### src/rtl/pwm_multichannel_ctrl_if.sv
// Button/PWM bundle for pwm_multichannel_ctrl: the bench side drives the raw buttons
// (master), the controller drives the PWM and display outputs (slave).
interface pwm_multichannel_ctrl_if #(
    parameter int CHANNELS = 4,
    parameter int DUTY_W   = 8
);
    localparam int SEL_W = (CHANNELS > 1) ? $clog2(CHANNELS) : 1;

    logic                btn_inc;
    logic                btn_dec;
    logic                btn_sel;
    logic [CHANNELS-1:0] pwm_out;
    logic [SEL_W-1:0]    sel_ch;
    logic [DUTY_W-1:0]   sel_duty;
    logic                period_start;
    logic [5:0]          dbg_state;    // debouncer states {sel, dec, inc}, 2 bits each

    modport master (
        output btn_inc, btn_dec, btn_sel,
        input  pwm_out, sel_ch, sel_duty, period_start, dbg_state
    );
    modport slave (
        input  btn_inc, btn_dec, btn_sel,
        output pwm_out, sel_ch, sel_duty, period_start, dbg_state
    );
endinterface

### src/rtl/pwm_multichannel_ctrl.sv
// Multi-channel PWM with debounced inc/dec/select buttons and a shared timebase.
// Define PWM_PHASE_STAGGER_EN to spread channel phases evenly across the period.
module pwm_multichannel_ctrl #(
    parameter int CHANNELS        = 4,
    parameter int DUTY_W          = 8,
    parameter int CLK_DIV         = 5000,
    parameter int DEBOUNCE_CYCLES = 20000,
    parameter int STEP            = 16
) (
    input logic                    clk,
    input logic                    rst,
    pwm_multichannel_ctrl_if.slave bus
);
    localparam int SEL_W = (CHANNELS > 1) ? $clog2(CHANNELS) : 1;
    localparam int CNT_W = $clog2(DEBOUNCE_CYCLES + 1);
    localparam int DIV_W = (CLK_DIV > 1) ? $clog2(CLK_DIV) : 1;
    localparam int NB    = 3;
    localparam logic [CNT_W-1:0]  CNT_LAST = CNT_W'(DEBOUNCE_CYCLES - 1);
    localparam logic [DUTY_W:0]   DUTY_MAX = {1'b0, {DUTY_W{1'b1}}};
    localparam logic [DUTY_W:0]   STEP_WD  = (DUTY_W + 1)'(STEP);
    localparam logic [DIV_W-1:0]  DIV_LAST = DIV_W'(CLK_DIV - 1);
    localparam logic [SEL_W-1:0]  SEL_LAST = SEL_W'(CHANNELS - 1);

    typedef enum logic [1:0] {RELEASED, PRESS_PEND, PRESSED, REL_PEND} deb_state_t;

    logic [NB-1:0]    raw, sync1, sync2, press;
    deb_state_t       state_q [NB];
    deb_state_t       state_d [NB];
    logic [CNT_W-1:0] cnt_q [NB];
    logic [CNT_W-1:0] cnt_d [NB];

    assign raw = {bus.btn_sel, bus.btn_dec, bus.btn_inc};

    always_ff @(posedge clk) begin
        if (rst) begin
            sync1 <= '0;
            sync2 <= '0;
        end else begin
            sync1 <= raw;
            sync2 <= sync1;
        end
    end

    always_ff @(posedge clk) begin
        for (int b = 0; b < NB; b++) begin
            if (rst) begin
                state_q[b] <= RELEASED;
                cnt_q[b]   <= '0;
            end else begin
                state_q[b] <= state_d[b];
                cnt_q[b]   <= cnt_d[b];
            end
        end
    end

    // cnt holds the number of consecutive samples already seen at the new level
    always_comb begin
        press = '0;
        for (int b = 0; b < NB; b++) begin
            state_d[b] = state_q[b];
            cnt_d[b]   = cnt_q[b];
            case (state_q[b])
                RELEASED: if (sync2[b]) begin
                    state_d[b] = PRESS_PEND;
                    cnt_d[b]   = CNT_W'(1);
                end
                PRESS_PEND: if (!sync2[b]) begin
                    state_d[b] = RELEASED;
                    cnt_d[b]   = '0;
                end else if (cnt_q[b] >= CNT_LAST) begin
                    state_d[b] = PRESSED;
                    cnt_d[b]   = '0;
                    press[b]   = 1'b1;
                end else begin
                    cnt_d[b] = cnt_q[b] + 1'b1;
                end
                PRESSED: if (!sync2[b]) begin
                    state_d[b] = REL_PEND;
                    cnt_d[b]   = CNT_W'(1);
                end
                REL_PEND: if (sync2[b]) begin
                    state_d[b] = PRESSED;
                    cnt_d[b]   = '0;
                end else if (cnt_q[b] >= CNT_LAST) begin
                    state_d[b] = RELEASED;
                    cnt_d[b]   = '0;
                end else begin
                    cnt_d[b] = cnt_q[b] + 1'b1;
                end
                default: begin
                    state_d[b] = RELEASED;
                    cnt_d[b]   = '0;
                end
            endcase
        end
    end

    logic [DIV_W-1:0]  presc_q;
    logic [DUTY_W-1:0] phase_q;
    logic              tick, wrap;

    assign tick = (presc_q == DIV_LAST);
    assign wrap = tick && (phase_q == {DUTY_W{1'b1}});

    always_ff @(posedge clk) begin
        if (rst) begin
            presc_q <= '0;
            phase_q <= '0;
        end else if (tick) begin
            presc_q <= '0;
            phase_q <= phase_q + 1'b1;
        end else begin
            presc_q <= presc_q + 1'b1;
        end
    end

    logic [DUTY_W-1:0] shadow_q [CHANNELS];
    logic [DUTY_W-1:0] active_q [CHANNELS];
    logic [SEL_W-1:0]  sel_q;
    logic [DUTY_W:0]   cur_wide, inc_sum;
    logic [DUTY_W-1:0] inc_val, dec_val;
    logic              inc_ok, dec_ok;

    assign inc_ok   = press[0] && !press[1];
    assign dec_ok   = press[1] && !press[0];
    assign cur_wide = {1'b0, shadow_q[sel_q]};
    assign inc_sum  = cur_wide + STEP_WD;
    assign inc_val  = (inc_sum > DUTY_MAX) ? DUTY_MAX[DUTY_W-1:0] : inc_sum[DUTY_W-1:0];
    assign dec_val  = (cur_wide < STEP_WD) ? '0 : cur_wide[DUTY_W-1:0] - STEP_WD[DUTY_W-1:0];

    // Non-blocking copy on wrap picks up the shadow as it was before any same-cycle press
    always_ff @(posedge clk) begin
        if (rst) begin
            for (int k = 0; k < CHANNELS; k++) begin
                shadow_q[k] <= '0;
                active_q[k] <= '0;
            end
            sel_q <= '0;
        end else begin
            if (wrap) begin
                for (int k = 0; k < CHANNELS; k++) active_q[k] <= shadow_q[k];
            end
            if (inc_ok)      shadow_q[sel_q] <= inc_val;
            else if (dec_ok) shadow_q[sel_q] <= dec_val;
            if (press[2])    sel_q <= (sel_q == SEL_LAST) ? '0 : sel_q + 1'b1;
        end
    end

    logic [CHANNELS-1:0] pwm_d, pwm_q;

`ifdef PWM_PHASE_STAGGER_EN
    localparam int PH_STEP = (1 << DUTY_W) / CHANNELS;
`endif

    for (genvar k = 0; k < CHANNELS; k++) begin : g_ch
        logic [DUTY_W-1:0] cmp_phase;
`ifdef PWM_PHASE_STAGGER_EN
        assign cmp_phase = phase_q + DUTY_W'(k * PH_STEP);
`else
        assign cmp_phase = phase_q;
`endif
        assign pwm_d[k] = (cmp_phase < active_q[k]);
    end

    always_ff @(posedge clk) begin
        if (rst) pwm_q <= '0;
        else     pwm_q <= pwm_d;
    end

    assign bus.pwm_out      = pwm_q;
    assign bus.sel_ch       = sel_q;
    assign bus.sel_duty     = shadow_q[sel_q];
    assign bus.period_start = wrap;
    assign bus.dbg_state    = {state_q[2], state_q[1], state_q[0]};
endmodule

### src/flat_wrapper.sv
// flat-port wrapper written by rule: the top's interface ports become plain ports
module pwm_multichannel_ctrl_flat 
#(
    parameter int CHANNELS        = 4,
    parameter int DUTY_W          = 8,
    parameter int CLK_DIV         = 5000,
    parameter int DEBOUNCE_CYCLES = 20000,
    parameter int STEP            = 16
)
  (clk, rst, bus_btn_inc, bus_btn_dec, bus_btn_sel, bus_pwm_out, bus_sel_ch, bus_sel_duty, bus_period_start, bus_dbg_state);
  pwm_multichannel_ctrl_if #(.CHANNELS(CHANNELS), .DUTY_W(DUTY_W)) bus_i ();
  input logic clk;
  input logic rst;
  input wire logic [$bits(bus_i.btn_inc)-1:0] bus_btn_inc;
  input wire logic [$bits(bus_i.btn_dec)-1:0] bus_btn_dec;
  input wire logic [$bits(bus_i.btn_sel)-1:0] bus_btn_sel;
  output wire logic [$bits(bus_i.pwm_out)-1:0] bus_pwm_out;
  output wire logic [$bits(bus_i.sel_ch)-1:0] bus_sel_ch;
  output wire logic [$bits(bus_i.sel_duty)-1:0] bus_sel_duty;
  output wire logic [$bits(bus_i.period_start)-1:0] bus_period_start;
  output wire logic [$bits(bus_i.dbg_state)-1:0] bus_dbg_state;
  assign bus_i.btn_inc = bus_btn_inc;
  assign bus_i.btn_dec = bus_btn_dec;
  assign bus_i.btn_sel = bus_btn_sel;
  assign bus_pwm_out = bus_i.pwm_out;
  assign bus_sel_ch = bus_i.sel_ch;
  assign bus_sel_duty = bus_i.sel_duty;
  assign bus_period_start = bus_i.period_start;
  assign bus_dbg_state = bus_i.dbg_state;
  pwm_multichannel_ctrl #(.CHANNELS(CHANNELS), .DUTY_W(DUTY_W), .CLK_DIV(CLK_DIV), .DEBOUNCE_CYCLES(DEBOUNCE_CYCLES), .STEP(STEP)) u_core (.clk(clk), .rst(rst), .bus(bus_i));
endmodule
### config.mk
export PLATFORM = sky130hd
export DESIGN_NAME = pwm_multichannel_ctrl_flat
export DESIGN_NICKNAME = d
export VERILOG_FILES = /design/src/rtl/pwm_multichannel_ctrl_if.sv /design/src/rtl/pwm_multichannel_ctrl.sv /design/src/flat_wrapper.sv
export SDC_FILE = /design/constraint.sdc
export NUM_CORES = 1
export LEC_CHECK = 0
export CORE_MARGIN = 3
export CORE_UTILIZATION = 55
export CTS_CLUSTER_SIZE = 16
export DETAILED_ROUTE_END_ITERATION = 8
export PLACE_DENSITY = 0.73
export SLEW_MARGIN = 15
export SYNTH_ARGS = -nofsm -noshare
export SYNTH_HDL_FRONTEND = slang
export SYNTH_SLANG_ARGS = --single-unit
### constraint.sdc
create_clock -name clk -period 5.3 [get_ports clk]
set_input_delay 0.795 -clock clk [delete_from_list [all_inputs] [get_ports clk]]
set_output_delay 0.795 -clock clk [all_outputs]
set_load 0.005 [all_outputs]
After elaboration in Yosys (flattened, before gate mapping)
Memory sizes are Yosys's and may differ from the RTL's. A register that Yosys moved wholly into a read port is not among the register bits. Cells that the tools add are included.

Add/subtract/negate cells: 8. Magnitude comparators: 9. Eq/ne operators: 12. Multiplexer cells: 80. Bitwise gates (word level): 11. Reductions and logical operators: 10.

Operator list (number): 2-to-1 mux 15 bit (18); case mux 15 bit (4 select lines) (3); 2-to-1 mux 8 bit (8); 2-to-1 mux 2 bit (25); adder 15 x 1 -> 15 bit (second input constant) (3); greater-or-equal comparator 15 bit (second input constant) (3); < comparator 8 bit (4); case mux 2 bit (4 select lines) (3); 2-to-1 mux 1 bit (23); == test 2 bit (second input constant) (7); adder 13 x 1 -> 13 bit (second input constant) (1); == test 13 bit (second input constant) (1); OR 1 bit (11); adder 8 x 5 -> 9 bit (second input constant) (1); greater-than comparator 9 x 8 -> 1 bit (second input constant) (1); adder 8 x 1 -> 8 bit (second input constant) (1); == test 8 bit (second input constant) (1); < comparator 8 x 5 -> 1 bit (second input constant) (1); OR reduction 8 bit (1); subtractor 8 x 5 -> 8 bit (second input constant) (1); == test 2 x 1 -> 1 bit (second input constant) (3); logical NOT 2 bit (3); logical AND 1 bit (3); adder 2 x 1 -> 2 bit (second input constant) (1); 2 further kinds (3).

Register bits: 33. Bits in writable memories: 115. Input port bits: 5. Output and inout port bits: 21. Memories kept: 4.

Memories: u_core.cnt_q (words 3, width 15, read ports 3, clocked after Yosys merged registers in 0, write ports 3, line pwm_multichannel_ctrl.sv:29) `logic [CNT_W-1:0] cnt_q [NB];`; u_core.active_q (words 4, width 8, read ports 4, clocked after Yosys merged registers in 0, write ports 4, line pwm_multichannel_ctrl.sv:118) `logic [DUTY_W-1:0] active_q [CHANNELS];`; u_core.shadow_q (words 4, width 8, read ports 5, clocked after Yosys merged registers in 1, write ports 4, line pwm_multichannel_ctrl.sv:117) `logic [DUTY_W-1:0] shadow_q [CHANNELS];`; u_core.state_q (words 3, width 2, read ports 3, clocked after Yosys merged registers in 0, write ports 3, line pwm_multichannel_ctrl.sv:27) `deb_state_t state_q [NB];`.

Depth between registers and ports, before layout
An unclocked memory read counts as a cell.

Word-level depth: 14. Mapped depth: 10. Depth with buffers taken out: 9.

Worst setup path after synthesis
No wires, ideal clock.

Path type: register to register. From: register u_core.presc_q[3]. To: memory u_core.active_q[0][0] (enable). Arrival time: 3.709 ns. Setup slack: 1.125 ns. Cell stages (with the launch flop): 5. Buffers on the path: 0. Period minus slack after synthesis: 4.175 ns. Cells stage by stage: dfxtp_1 -> or4b_2 -> nor3_1 -> nand2_1 -> o21ai_0.

RTL lines: from (decl) (line pwm_multichannel_ctrl.sv:98) `logic [DIV_W-1:0] presc_q;`; from (signal assigned) (line pwm_multichannel_ctrl.sv:113) `presc_q <= presc_q + 1'b1;`; to (decl) (line pwm_multichannel_ctrl.sv:118).

Worst setup path in the final report
From: register u_core.presc_q[3]. To: output bus_period_start.

Cells in the longest elaborated chain, start to end: 2.

Ends and longest elaborated chain: == test 13 bit (line pwm_multichannel_ctrl.sv:102) `assign tick = (presc_q == DIV_LAST);`; logical AND 1 bit (line pwm_multichannel_ctrl.sv:103) `assign wrap = tick && (phase_q == {DUTY_W{1'b1}});`; to (decl) (line flat_wrapper.sv:20) `output wire logic [$bits(bus_i.period_start)-1:0] bus_period_start;`.

Every way passes these cells.

==> metrics.cfg <==
[power_and_ir_drop]
power.leakage_uw = 0.00336
clock_power_share_pct = 47.2
peakVddDrop_mv = 0.242
seqPwrFrac_pct = 48.0
switching_power_uw = 587
power_density_mw_per_mm2 = 306
p_sw_share_pct = 22.5
intPower_uw = 2020
pwr-share-comb_pct = 4.8

[placed_design]
dpl.hpwl_mm = 10.5
place_congestion = 0.900
io_buffers = 25

[cts]
postCtsResizedCells = 0
post_cts_buffers = 0
clockBufferDepth = 2
tritoncts = built
clk_latency_ns = 0.43
clock-sinks = 150
root_buffer = clkbuf_16
hold_buffers = 0
numCtsBuffers = 17
path_clk_slew_ns = 0.06
htree_levels = 4

[layout]
fin_nets = 827
syn2layout_area_growth_pct = 13.0
drive_gt1_share_pct = 8.05
antennaDiodeCount = 0

[synthesis]
synth-simple-area-share_pct = 20.4
synth_fa_ha_area_share_pct = 6.64
synthXorXnorAreaFrac_pct = 2.79
synthCells = 763
synth_top_family_by_area = simple AND/OR/NAND/NOR gates
syn_area_mm2 = 0.00753
synth_async_sr_flop_share_pct = 0
synth_edf_count = 64
syn_avg_cell_area_um2 = 9.87
synth_compound_area_share_pct = 14.0
syn_nets = 808
yosysTopAreaCell = edfxtp_1
seq_area_frac_synth_pct = 48.4
synth_mux_area_share_pct = 3.85
yosysWarnings = 0
ys_top_cells_by_area = edfxtp_1 26%, dfxtp_1 23%, ha_1 6.6%
synth_ff_type = dfxtp_1
ys_types = 63
netlist.area_leader.share_pct = 25.5
synth_seq_cells = 150

[die]
die_y_um = 123
io_pins = 26
dieArea_mm2 = 0.0151
initial_core_util_pct = 56.7
chipWidth_um = 123
core_mm2 = 0.0133
rows = 42

[grt]
antenna_found_initial = 0
grt_pass1_vias = 5215
grt_max_degree = 33
grt_remaining_overflow = 0
grt_pass1_wl_mm = 25.1
gr-usage-all-layers_pct = 21.0

[timing]
hold_viol_final = 0
setup_tns_ns = 0
clock_skew_ns = 0.00946
rsz0062_at_grt = no
whs_ns = 0.438
fin_crit_ns = 3.23
slew_viol_final = 0
final-setup-viol-count = 0
relSlewSlack_pct = 29.8
tightestPinTransition_ns = 1.05
fin_crit_sh_pct = 60.9
max_freq_ghz = 0.310

[drt]
via_per_inst = 5.75
wl_per_cell_um = 15.4
drt-initial-drc-count = 368
detail-route-antenna-nets = 0
firstDrtPassIters = 4
finalWirelength_mm = 14.9
drc = 0
via_count = 5580

[job]
maxCapViolations = 0

[critical_path]
path_class = reg -> out
path_depth = 5
critPathSlowestCell = or4b_2
r2r_cells = 8
path_cells = or4b_2 > nor3_1 > nand2_1 > nor2_1 > clkdlybuf4s50_1
worstSetupEndpointType = primary output
crit_required_ns = 4.51
cp_top_family = simple AND/OR/NAND/NOR gates
critPathMaxFanout = 5
crit_buf_inv = 1
cp_slowest_stage_delay_ns = 0.71
arrival_ns = 2.43
start_kind = flip-flop

[worst_hold_path]
holdPathStages = 1
worstHoldPathType = reg -> reg

[status]
outcome = finished clean

logic make-up after synthesis:
kind of cell	after synthesis
adders and majority gates	40
muxes	19
AOI/OAI and AO/OA	155
buffers and inverters	73
and+or+nand+nor	302
xor gates and xnor gates	24
DFF	150
sequential cells by signal, indices dropped and copies added (netlist names), named ones only:
name and cells:
u_core.presc_q 13, u_core.sync2 3, u_core.shadow_q 32, u_core.g_ch.cmp_phase 8, u_core.sync1 3, u_core.state_q 3, u_core.bus.sel_ch 2, u_core.active_q 32
u_core.bus.pwm_out 4, u_core.cnt_q 45
power by group through the flow:
stage	clock network, uW	logic, uW	registers [uW]
5_1_grt	1290	141	1260
4_1_cts	1240	126	1250
2_1_floorplan	0	85.6	1270
3_5_place_dp	0	124	1280
3_3_place_gp	0	121	1280
6_report	1230	125	1250
layout make-up:
cell class,count,area [um2]
Sequential cell,150,3640
Tap cell,176,220
Fill cell,1058,4780
Inverter,45,169
Clock inverter,12,136
Clock buffer,20,468
Multi-Input combinational cell,540,3610
Timing Repair Buffer,28,268
cells in the mapped netlist, types with 2 or more instances:
library cell,n
xor2_1,18
nor2b_1,10
a21o_2,3
a211oi_1,13
or4b_2,2
or4_1,3
xnor2_1,6
o21ai_0,38
mux2i_1,11
inv_1,45
o21ai_2,2
a22oi_1,3
buf_1,3
edfxtp_1,64
and4_1,9
a22o_1,4
o21bai_1,5
a311oi_1,4
a41oi_1,3
o21ai_1,4
a21oi_1,28
nand4_1,10
or3_1,7
nor3_1,20
o31ai_1,4
and3_1,15
ha_1,40
a211o_1,5
nand2b_1,7
clkbuf_1,22
nor2_1,85
nand2_1,52
dfxtp_1,86
a31oi_1,15
mux4_2,8
nor3b_1,3
a21o_1,9
o41ai_1,2
nand3_1,31
and2_1,37
a211oi_2,3
or2_2,3
worst register-to-register path: stages (launching register included):
cell and delay, ns:
dfxtp_1 0.64, mux4_2 0.67, inv_1 0.14, ha_1 0.19, inv_1 0.08, nor3_1 0.24
nor3_1 0.12, o21ai_0 0.56, nor2_1 0.09
metrics by stage:
step / std cells / area [um2] / utilization [%] / power [uW] / worst slack [ns]
global placement: 939 / 7900 / 59.4 / 1400 / 2.34
finish: 971 / 8520 / 64.1 / 2610 / 2.07
detailed placement: 939 / 7910 / 59.5 / 1400 / 2.31
CTS: 971 / 8510 / 64.0 / 2620 / 2.02
global route: 971 / 8520 / 64.1 / 2690 / 1.96
floorplan: 763 / 7530 / - / 1360 / 1.12
path summary, 6_finish.rpt:
| kind | from | end | slack [ns] |
|---|---|---|---|
| worst min-delay path | u_core.presc_q[0] | u_core.presc_q[0] | 0.44 |
| worst max register to register | flip-flop | u_core.shadow_q[2][2] | 2.30 |
| worst min register to register | u_core.presc_q[0] | u_core.presc_q[0] | 0.44 |
| worst max-delay path | u_core.presc_q[3] | bus_period_start | 2.07 |
placed cells by master (no fill, tap or decap), types with 11 or more instances in the layout:
cell             netlist  layout
a211oi_1              13      13
a21oi_1               28      28
a31oi_1               15      15
and2_1                37      37
and3_1                15      15
clkbuf_16              0      18
clkdlybuf4s50_1        0      24
dfxtp_1               86      86
edfxtp_1              64      64
ha_1                  40      40
inv_1                 45      45
mux2i_1               11      11
nand2_1               52      52
nand3_1               31      31
nor2_1                85      85
nor3_1                20      18
o21ai_0               38      37
xor2_1                18      18
layer usage:
| layer | wire length (um) | part of all wire, % | global-route usage [%] | vias to the layer above |
|---|---|---|---|---|
| li1 | - | - | - | 2804 |
| met1 | 7050 | 47 | 28.5 | 2645 |
| met2 | 6980 | 47 | 33.2 | 109 |
| met3 | 606 | 4.1 | 4.39 | 22 |
| met4 | 271 | 1.8 | 7.82 | 0 |
| met5 | 0 | 0 | 0 | - |
Power figures use the tool's default switching activity.
